## config.mk

```make
export PLATFORM = sky130hd
export DESIGN_NAME = keypad_matrix_scanner
export DESIGN_NICKNAME = d
export VERILOG_FILES = /design/src/rtl/keypad_pkg.sv /design/src/rtl/scan_tick_gen.sv /design/src/rtl/keypad_matrix_scanner.sv
export SDC_FILE = /design/constraint.sdc
export NUM_CORES = 1
export LEC_CHECK = 0
export BUFFER_PORTS_ARGS = -buffer_cell sky130_fd_sc_hd__buf_2
export CORE_ASPECT_RATIO = 0.6
export CORE_MARGIN = 10
export CORE_UTILIZATION = 55
export CTS_CLUSTER_DIAMETER = 50
export CTS_CLUSTER_SIZE = 16
export DETAILED_ROUTE_END_ITERATION = 12
export MAX_ROUTING_LAYER = met4
export PLACE_DENSITY = 0.8
export RECOVER_POWER = 100
export SYNTH_ARGS = -nofsm -noshare
export SYNTH_HDL_FRONTEND = slang
export SYNTH_SLANG_ARGS = --single-unit
```

## constraint.sdc

```tcl
create_clock -name clk -period 3.15 [get_ports clk]
set_clock_uncertainty 0.2 [all_clocks]
set_input_delay 0.1575 -clock clk [delete_from_list [all_inputs] [get_ports clk]]
set_output_delay 0.1575 -clock clk [all_outputs]
set_load 0.02 [all_outputs]
```

## src/rtl/keypad_pkg.sv

```systemverilog
// Shared types and constants for the 4x4 keypad scanner.
// Latency: n/a (declarations only).
// Backpressure: n/a.
package keypad_pkg;

    localparam int NUM_ROWS = 4;
    localparam int NUM_COLS = 4;

    typedef logic [3:0] key_code_t;

    typedef enum logic [1:0] {
        SCAN,
        DEBOUNCE,
        HOLD
    } state_t;

    // Lowest-index active-low row wins when several rows are pulled at once.
    // Returns 0 when no row is low; callers must qualify with an any-low check.
    function automatic logic [1:0] row_hit(input logic [NUM_ROWS-1:0] rows_n);
        row_hit = 2'd0;
        for (int i = NUM_ROWS - 1; i >= 0; i--) begin
            if (!rows_n[i]) begin
                row_hit = 2'(i);
            end
        end
    endfunction

endpackage

```

## src/rtl/scan_tick_gen.sv

```systemverilog
// Free-running divider producing one scan tick every SCAN_DIV clocks.
// Latency: tick is high during the cycle the count sits at SCAN_DIV-1.
// Backpressure: none; runs regardless of scanner state.
module scan_tick_gen #(
    parameter int SCAN_DIV = 10000
) (
    input  logic clk,
    input  logic rst,
    output logic tick
);

    localparam int CW = (SCAN_DIV > 2) ? $clog2(SCAN_DIV) : 1;
    localparam logic [CW-1:0] LAST = CW'(SCAN_DIV - 1);

    logic [CW-1:0] cnt_q;
    logic [CW-1:0] cnt_d;

    assign tick = (cnt_q == LAST);

    // Wrap to zero after the terminal count, otherwise increment.
    always_comb begin
        cnt_d = cnt_q + CW'(1);
        if (tick) begin
            cnt_d = '0;
        end
    end

    // Divider count register.
    always_ff @(posedge clk or posedge rst) begin
        if (rst) begin
            cnt_q <= '0;
        end else begin
            cnt_q <= cnt_d;
        end
    end

endmodule

```

## src/rtl/keypad_matrix_scanner.sv

```systemverilog
// Column-scanning 4x4 keypad reader with press/release debounce and one-shot key strobe.
// Latency: DEBOUNCE_SCANS ticks + 1 clk from an aligned stable press, plus up to 3 ticks of column search.
// Backpressure: none; key_valid is a single-cycle strobe the consumer must capture.
module keypad_matrix_scanner
    import keypad_pkg::*;
#(
    parameter int SCAN_DIV       = 10000,
    parameter int DEBOUNCE_SCANS = 4
) (
    input  logic                clk,
    input  logic                rst,
    input  logic [NUM_ROWS-1:0] row_n,
    output logic [NUM_COLS-1:0] col_n,
    output key_code_t           key_code,
    output logic                key_valid,
    output logic                key_held
);

    localparam logic [3:0] DEB_N = 4'(DEBOUNCE_SCANS);

    logic                tick;
    logic [NUM_ROWS-1:0] row_meta_q;
    logic [NUM_ROWS-1:0] rows_s_q;

    state_t     state_q,    state_d;
    logic [1:0] col_q,      col_d;
    logic [1:0] cand_row_q, cand_row_d;
    logic [1:0] cand_col_q, cand_col_d;
    logic [3:0] deb_cnt_q,  deb_cnt_d;
    logic [3:0] rel_cnt_q,  rel_cnt_d;
    key_code_t  code_q,     code_d;
    logic       valid_q,    valid_d;
    logic       held_q,     held_d;

    logic       all_high;
    logic [1:0] hit;

    scan_tick_gen #(
        .SCAN_DIV (SCAN_DIV)
    ) u_tick (
        .clk  (clk),
        .rst  (rst),
        .tick (tick)
    );

    // Two-flop synchronizer for the asynchronous row inputs; idles at "no key".
    always_ff @(posedge clk or posedge rst) begin
        if (rst) begin
            row_meta_q <= '1;
            rows_s_q   <= '1;
        end else begin
            row_meta_q <= row_n;
            rows_s_q   <= row_meta_q;
        end
    end

    assign all_high = &rows_s_q;
    assign hit      = row_hit(rows_s_q);

    // Scan/debounce/hold next-state logic; every decision is gated by the scan tick.
    always_comb begin
        state_d    = state_q;
        col_d      = col_q;
        cand_row_d = cand_row_q;
        cand_col_d = cand_col_q;
        deb_cnt_d  = deb_cnt_q;
        rel_cnt_d  = rel_cnt_q;
        code_d     = code_q;
        valid_d    = 1'b0;
        held_d     = held_q;
        if (tick) begin
            case (state_q)
                SCAN: begin
                    if (all_high) begin
                        col_d = col_q + 2'd1;
                    end else begin
                        cand_row_d = hit;
                        cand_col_d = col_q;
                        if (DEB_N == 4'd1) begin
                            code_d    = {hit, col_q};
                            valid_d   = 1'b1;
                            held_d    = 1'b1;
                            deb_cnt_d = '0;
                            state_d   = HOLD;
                        end else begin
                            deb_cnt_d = 4'd1;
                            state_d   = DEBOUNCE;
                        end
                    end
                end
                DEBOUNCE: begin
                    if (!all_high && hit == cand_row_q) begin
                        if (deb_cnt_q + 4'd1 == DEB_N) begin
                            code_d    = {cand_row_q, cand_col_q};
                            valid_d   = 1'b1;
                            held_d    = 1'b1;
                            deb_cnt_d = '0;
                            state_d   = HOLD;
                        end else begin
                            deb_cnt_d = deb_cnt_q + 4'd1;
                        end
                    end else begin
                        deb_cnt_d = '0;
                        col_d     = col_q + 2'd1;
                        state_d   = SCAN;
                    end
                end
                HOLD: begin
                    if (all_high) begin
                        if (rel_cnt_q + 4'd1 == DEB_N) begin
                            rel_cnt_d = '0;
                            held_d    = 1'b0;
                            col_d     = col_q + 2'd1;
                            state_d   = SCAN;
                        end else begin
                            rel_cnt_d = rel_cnt_q + 4'd1;
                        end
                    end else begin
                        rel_cnt_d = '0;
                    end
                end
                default: begin
                    state_d = SCAN;
                end
            endcase
        end
    end

    // Scanner state and output registers.
    always_ff @(posedge clk or posedge rst) begin
        if (rst) begin
            state_q    <= SCAN;
            col_q      <= '0;
            cand_row_q <= '0;
            cand_col_q <= '0;
            deb_cnt_q  <= '0;
            rel_cnt_q  <= '0;
            code_q     <= '0;
            valid_q    <= 1'b0;
            held_q     <= 1'b0;
        end else begin
            state_q    <= state_d;
            col_q      <= col_d;
            cand_row_q <= cand_row_d;
            cand_col_q <= cand_col_d;
            deb_cnt_q  <= deb_cnt_d;
            rel_cnt_q  <= rel_cnt_d;
            code_q     <= code_d;
            valid_q    <= valid_d;
            held_q     <= held_d;
        end
    end

    assign col_n     = ~(4'b0001 << col_q);
    assign key_code  = code_q;
    assign key_valid = valid_q;
    assign key_held  = held_q;

endmodule

```

# [Word-level counts from Yosys, hierarchy flattened]
# Cells that the tools add are included.
[totals] register_bits=44 inputBits=6 output_inout_bits=10 elab_cells=78
[classes] addsub=4 eq_ne=14 shift=1 muxes=31 n_bitwise=2 reduce_logical=14
[op_table] op="2-to-1 mux 2 bit" n=13
[op_table] op="2-to-1 mux 4 bit" n=5
[op_table] op="adder 14 x 1 -> 14 bit, second input constant" n=1
[op_table] op="equality test 14 bit, second input constant" n=1
[op_table] op="2-to-1 mux 14 bit" n=1
[op_table] op="!= test 2 bit, second input constant" n=7
[op_table] op="one-hot mux 2 bit (3 select lines)" n=2
[op_table] op="AND reduction 6 bit" n=2
[op_table] op="adder 4 x 1 -> 4 bit, second input constant" n=2
[op_table] op="equality test 4 x 3 -> 1 bit, second input constant" n=2
[op_table] op="2-to-1 mux 1 bit" n=8
[op_table] op="one-hot mux 4 bit (2 select lines)" n=1
[op_table] op="AND reduction 4 bit" n=2
[op_table] op="AND reduction 3 bit" n=2
[op_table] op="AND reduction 5 bit" n=1
[op_table] op="inverter 4 bit" n=1
[op_table] op="nonzero test 2 bit" n=2
[op_table] op="left shift 1 x 2 -> 4 bit, first input constant" n=1
[op_table] op="!= test 3 bit, second input constant" n=1
[op_table] op="nonzero test 3 bit" n=1
[op_table] op="adder 2 x 1 -> 2 bit, second input constant" n=1
[op_table] op="equality test 2 x 1 -> 1 bit, second input constant" n=1
[op_table] op="equality test 2 bit" n=1
[op_table] op="equality test 2 bit, second input constant" n=1
[op_table] op="6 further kinds" n=6

# [Longest topological paths before layout]
[depth] word_depth=9 depth_mapped=7 depth_no_buf=6

# [By module]
# From an unflattened synthesis, not the netlist that was laid out.
[hier_totals] hier_cells=202 area_unflattened_um2=2194.6
[by_module_without_submodules] mod="keypad_matrix_scanner" instances=1 cells_each=139 area_each_um2=1507.7
[by_module_without_submodules] mod="scan_tick_gen" instances=1 cells_each=63 area_each_um2=686.9

# [Least setup slack after synthesis]
# Ideal clock, no wire load.
[synth_timing] path_type="register to register" start="reg u_tick.cnt_q[4]" end="reg code_q[0] (netlist: key_code[0])" setup_ns=0.125 arrival_ns=2.197 required_time_ns=2.825 setup_slack_ns=0.628 stages_incl_launch_ff=6 path_buffers=1 period_less_slack_ns=2.522 cell_sequence="dfrtp_1 > or4_1 > or4_1 > buf_2 > nor3_4 > mux2_2"
[synth_between] elab_chain_len=2
[synth_rtl] element="start, declared" line="scan_tick_gen.sv:15" source="logic [CW-1:0] cnt_q;"
[synth_rtl] element="start signal, assigned" line="scan_tick_gen.sv:33" source="cnt_q <= cnt_d;"
[synth_rtl] element="equality test 14 bit" line="scan_tick_gen.sv:18" source="assign tick = (cnt_q == LAST);"
[synth_rtl] element="AND reduction 4 bit (no line)"
[synth_rtl] element="end signal, assigned" line="keypad_matrix_scanner.sv:148" source="code_q <= code_d;"
[synth_rtl] element="end, declared" line="keypad_matrix_scanner.sv:31" source="key_code_t code_q, code_d;"
# No other way between the ends.
# A chain may end at the register's enable or synchronous reset.

# [Final worst setup path]
[layout_timing] start="reg u_tick.cnt_q[4]" end="reg code_q[3] (netlist: key_code[3])"
# Same word-level chain as after synthesis.

==> impl_metrics.tcl <==
set metrics [dict create \
    htree_levels 2 \
    cp_top_family "simple AND/OR/NAND/NOR gates" \
    hold_buffers 5 \
    worst_slack_ns 0.461 \
    fin_cells 272 \
    syn-num-nets 211 \
    final_antenna_net_count 0 \
    die-area_um2 6740 \
    cts_setup_buffers 0 \
    synth_edf_count 0 \
    synth_area_um2 2090 \
    dp_slack_ns 0.466 \
    switchingPower_mw 0.194 \
    portBuffers 15 \
    hpwl_um 2850 \
    final.setup.tns_ns 0 \
    drtPass1Iterations 5 \
    cts-resized-gates 0 \
    start_util 0.570 \
    regToRegEndpoint "key_code[3]$_DFFE_PP0P_" \
    cp-endpoint "key_code[3]$_DFFE_PP0P_" \
    met2_usage 0.186 \
    power.density_nw_per_um2 408 \
    setup_violations 0 \
    core_um2 3660 \
    grt_pass1_wl_um 6600 \
    slew-limit-headroom 0.315 \
    combPwrFrac 0.025 \
    post-route-min-period_ns 2.69 \
    yosys.area.top_type "dfrtp_1" \
    io_pins 16 \
    clkLatencyLatePin_ns 0.29 \
    final_util 0.641 \
    final_layout_size_suffix_gt1_frac 0.147 \
    regArea_um2 1110 \
    synthArstFlopShare 1.00 \
    syn_area_per_cell_um2 10.6 \
    crit_buf_inv 0 \
    maxCapViolCount 0 \
    die_h_um 67.7 \
    met3_usage 0.0397 \
    path_cells "or4_1 > or4_1 > nor3_4 > mux2_2" \
    worstPathArrival_ns 2.67 \
    cts_tree "done" \
    nets 238 \
    max_freq_mhz 372 \
    grtUsageTotal 0.127 \
    critPathSlowestCell "or4_1" \
    worst_pin_slew_ns 1.03 \
    grt_pass1_vias 1436 \
    cp_num_cells 4 \
    hp-class "flip-flop to flip-flop" \
    hold_viol_final 0 \
    ys_seq_area_frac 0.532 \
    critPathMostFrequentCell "or4_1" \
    wl_um 3860 \
    ys.flop_type "dfrtp_1" \
    synth_cells 197 \
    synth_top_area_share 0.432 \
    final.fill_count 305 \
    ys_top_cells_by_area "dfrtp_1 43%, dfstp_2 10%, ha_1 4.8%, nand2_1 4.3%, xor2_1 4.2%" \
    die_w_um 99.5 \
    antenna_found_initial 0 \
    diodes 0 \
    drt-wirelength-per-cell_um 14.2 \
    drc_errors 0 \
    synth.distinct_cells 45 \
    cts_made_buffers 5 \
    power_frac_clock 0.369 \
    drt_iter0_markers 73 \
    seqPwrFrac 0.605 \
    dp.cells 259 \
    slew_violations 0 \
    cpPeakStageDelay_ns 0.65 \
    ff2ff_path_depth 4 \
    yosys_warnings 0 \
    gp_congestion 0.804 \
    vias_per_cell 5.42 \
    worstSetupPathType "flip-flop to flip-flop" \
    internal_power_mw 0.762 \
    setup.worst_path.start "u_tick.cnt_q[4]$_DFF_PP0_" \
    regToRegSetupSlack_ns 0.46 \
    cts_max_path_buffers 2 \
    p_leak_nw 1.07 \
    grt_start_max_net_pins 45 \
    cp-end-kind "flip-flop" \
    cp_max_fo 6 \
    multiInputGateArea_um2 920 \
    synth_seq_cells 44 \
    worst_ep_required_time_ns 3.13 \
    syn_to_final_growth_pct 12.4 \
    rsz0062_at_grt "false" \
    min_path_cells 0 \
    finalCritPeriodShare 0.854 \
    vias 1475 \
    status "finished clean" \
    ir_drop_v 0.000287 \
    p_sw_frac 0.203 \
    path_clk_slew_ns 0.08 \
    cts_root_buf "clkbuf_8" \
    startpoint_type "flip-flop" \
    rows 17 \
    gr-total-overflow 0 \
    grt.busiest_layer "met2" \
    grt_use_met1 0.163 \
    r2r-start "u_tick.cnt_q[4]$_DFF_PP0_" \
    clock-sinks 44 \
    total_power_mw 0.956 \
]
-- logic make-up (layout without fill, tap and decap cells) --
logic type / count (synthesis) / count (layout) / synth area share
AO/OA/AOI/OAI: 31 / 31 / 0.0941
AND/OR/NAND/NOR: 82 / 82 / 0.214
XOR/XNOR: 13 / 13 / 0.0546
multiplexers: 6 / 6 / 0.0324
buffers and inverters: 13 / 41 / 0.0246
flip-flops: 44 / 44 / 0.532
adder cells (fa/ha/maj): 8 / 8 / 0.0480
-- power by group through the flow --
| stage | Clock (mW) | Combinational, mW | Sequential [mW] |
|---|---|---|---|
| 2_1_floorplan | 0 | 0.0129 | 0.588 |
| 3_3_place_gp | 0 | 0.0205 | 0.589 |
| 3_5_place_dp | 0 | 0.0209 | 0.590 |
| 4_1_cts | 0.361 | 0.0256 | 0.579 |
| 5_1_grt | 0.390 | 0.0282 | 0.580 |
| 6_report | 0.353 | 0.0240 | 0.579 |
-- through the flow --
step | area, um2 | hold WS [ns]
finish | 2350 | 0.157
global route | 2350 | 0.166
CTS | 2370 | 0.159
detailed placement | 2230 | 0.0641
global placement | 2230 | 0.0632
floorplan | 2090 | -0.0380
-- cells in the final DEF (no fill, tap or decap), types with 2 or more instances in the layout --
| master | n |
|---|---|
| xnor2_1 | 3 |
| o21ai_0 | 14 |
| nor2_1 | 16 |
| xor2_1 | 10 |
| ha_1 | 8 |
| nand2_1 | 24 |
| or4_1 | 2 |
| or3_1 | 2 |
| buf_2 | 5 |
| nand2b_1 | 3 |
| nor4_1 | 2 |
| or2_2 | 2 |
| clkbuf_8 | 6 |
| dfstp_2 | 8 |
| nand4_1 | 6 |
| nand3_1 | 8 |
| a21oi_1 | 4 |
| dfrtp_1 | 36 |
| inv_1 | 10 |
| dlygate4sd3_1 | 5 |
| mux2_2 | 6 |
| nand4bb_1 | 2 |
| nor3_1 | 3 |
| clkbuf_1 | 12 |
| and2_1 | 2 |
-- sequential cells by signal, summed over array words and instances (netlist names), 2 cells and up --
| register | flops |
|---|---|
| state_q | 2 |
| rows_s_q | 4 |
| deb_cnt_q | 4 |
| cand_col_q | 2 |
| row_meta_q | 4 |
| key_code | 4 |
| col_q | 2 |
| rel_cnt_q | 4 |
| u_tick.cnt_q | 14 |
| cand_row_q | 2 |
-- per-layer routing --
| layer | vias up | part of all wire |
|---|---|---|
| met5 | - | 0 |
| met4 | 0 | 0.0060 |
| met3 | 4 | 0.042 |
| met2 | 29 | 0.40 |
| met1 | 695 | 0.55 |
| li1 | 747 | - |
-- how the worst min path moves through the flow --
stage / from / endpoint / slack [ns]
final: row_meta_q[1]$_DFF_PP1_ / rows_s_q[1]$_DFF_PP1_ / 0.16
after global routing: row_meta_q[0]$_DFF_PP1_ / rows_s_q[0]$_DFF_PP1_ / 0.17
after CTS: row_meta_q[1]$_DFF_PP1_ / rows_s_q[1]$_DFF_PP1_ / 0.16
after detailed placement: row_n[0] / row_meta_q[0]$_DFF_PP1_ / 0.06
after global placement: row_n[2] / row_meta_q[2]$_DFF_PP1_ / 0.06
after floorplan: row_n[0] / row_meta_q[0]$_DFF_PP1_ / -0.04
-- cell usage after synthesis (all sizes together) (2+ instances only) --
| cell type | number |
|---|---|
| xor2 | 10 |
| or4 | 2 |
| inv | 11 |
| and2 | 3 |
| mux2 | 6 |
| nand4bb | 2 |
| ha | 8 |
| or2 | 2 |
| nand2b | 3 |
| buf | 2 |
| nor4 | 2 |
| dfstp | 8 |
| o21ai | 14 |
| nand2 | 24 |
| dfrtp | 36 |
| nand3 | 8 |
| nor3 | 5 |
| a21oi | 4 |
| nor2 | 16 |
| a21o | 2 |
| nand4 | 6 |
| or3 | 2 |
| xnor2 | 3 |
-- final cells by class --
class / count / area share
Clock buffer: 8 / 0.0384
Tap cell: 47 / 0.0251
Timing Repair Buffer: 22 / 0.0533
Multi-Input combinational cell: 140 / 0.392
Inverter: 11 / 0.0176
Sequential cell: 44 / 0.474
Power figures use the tool's default switching activity.
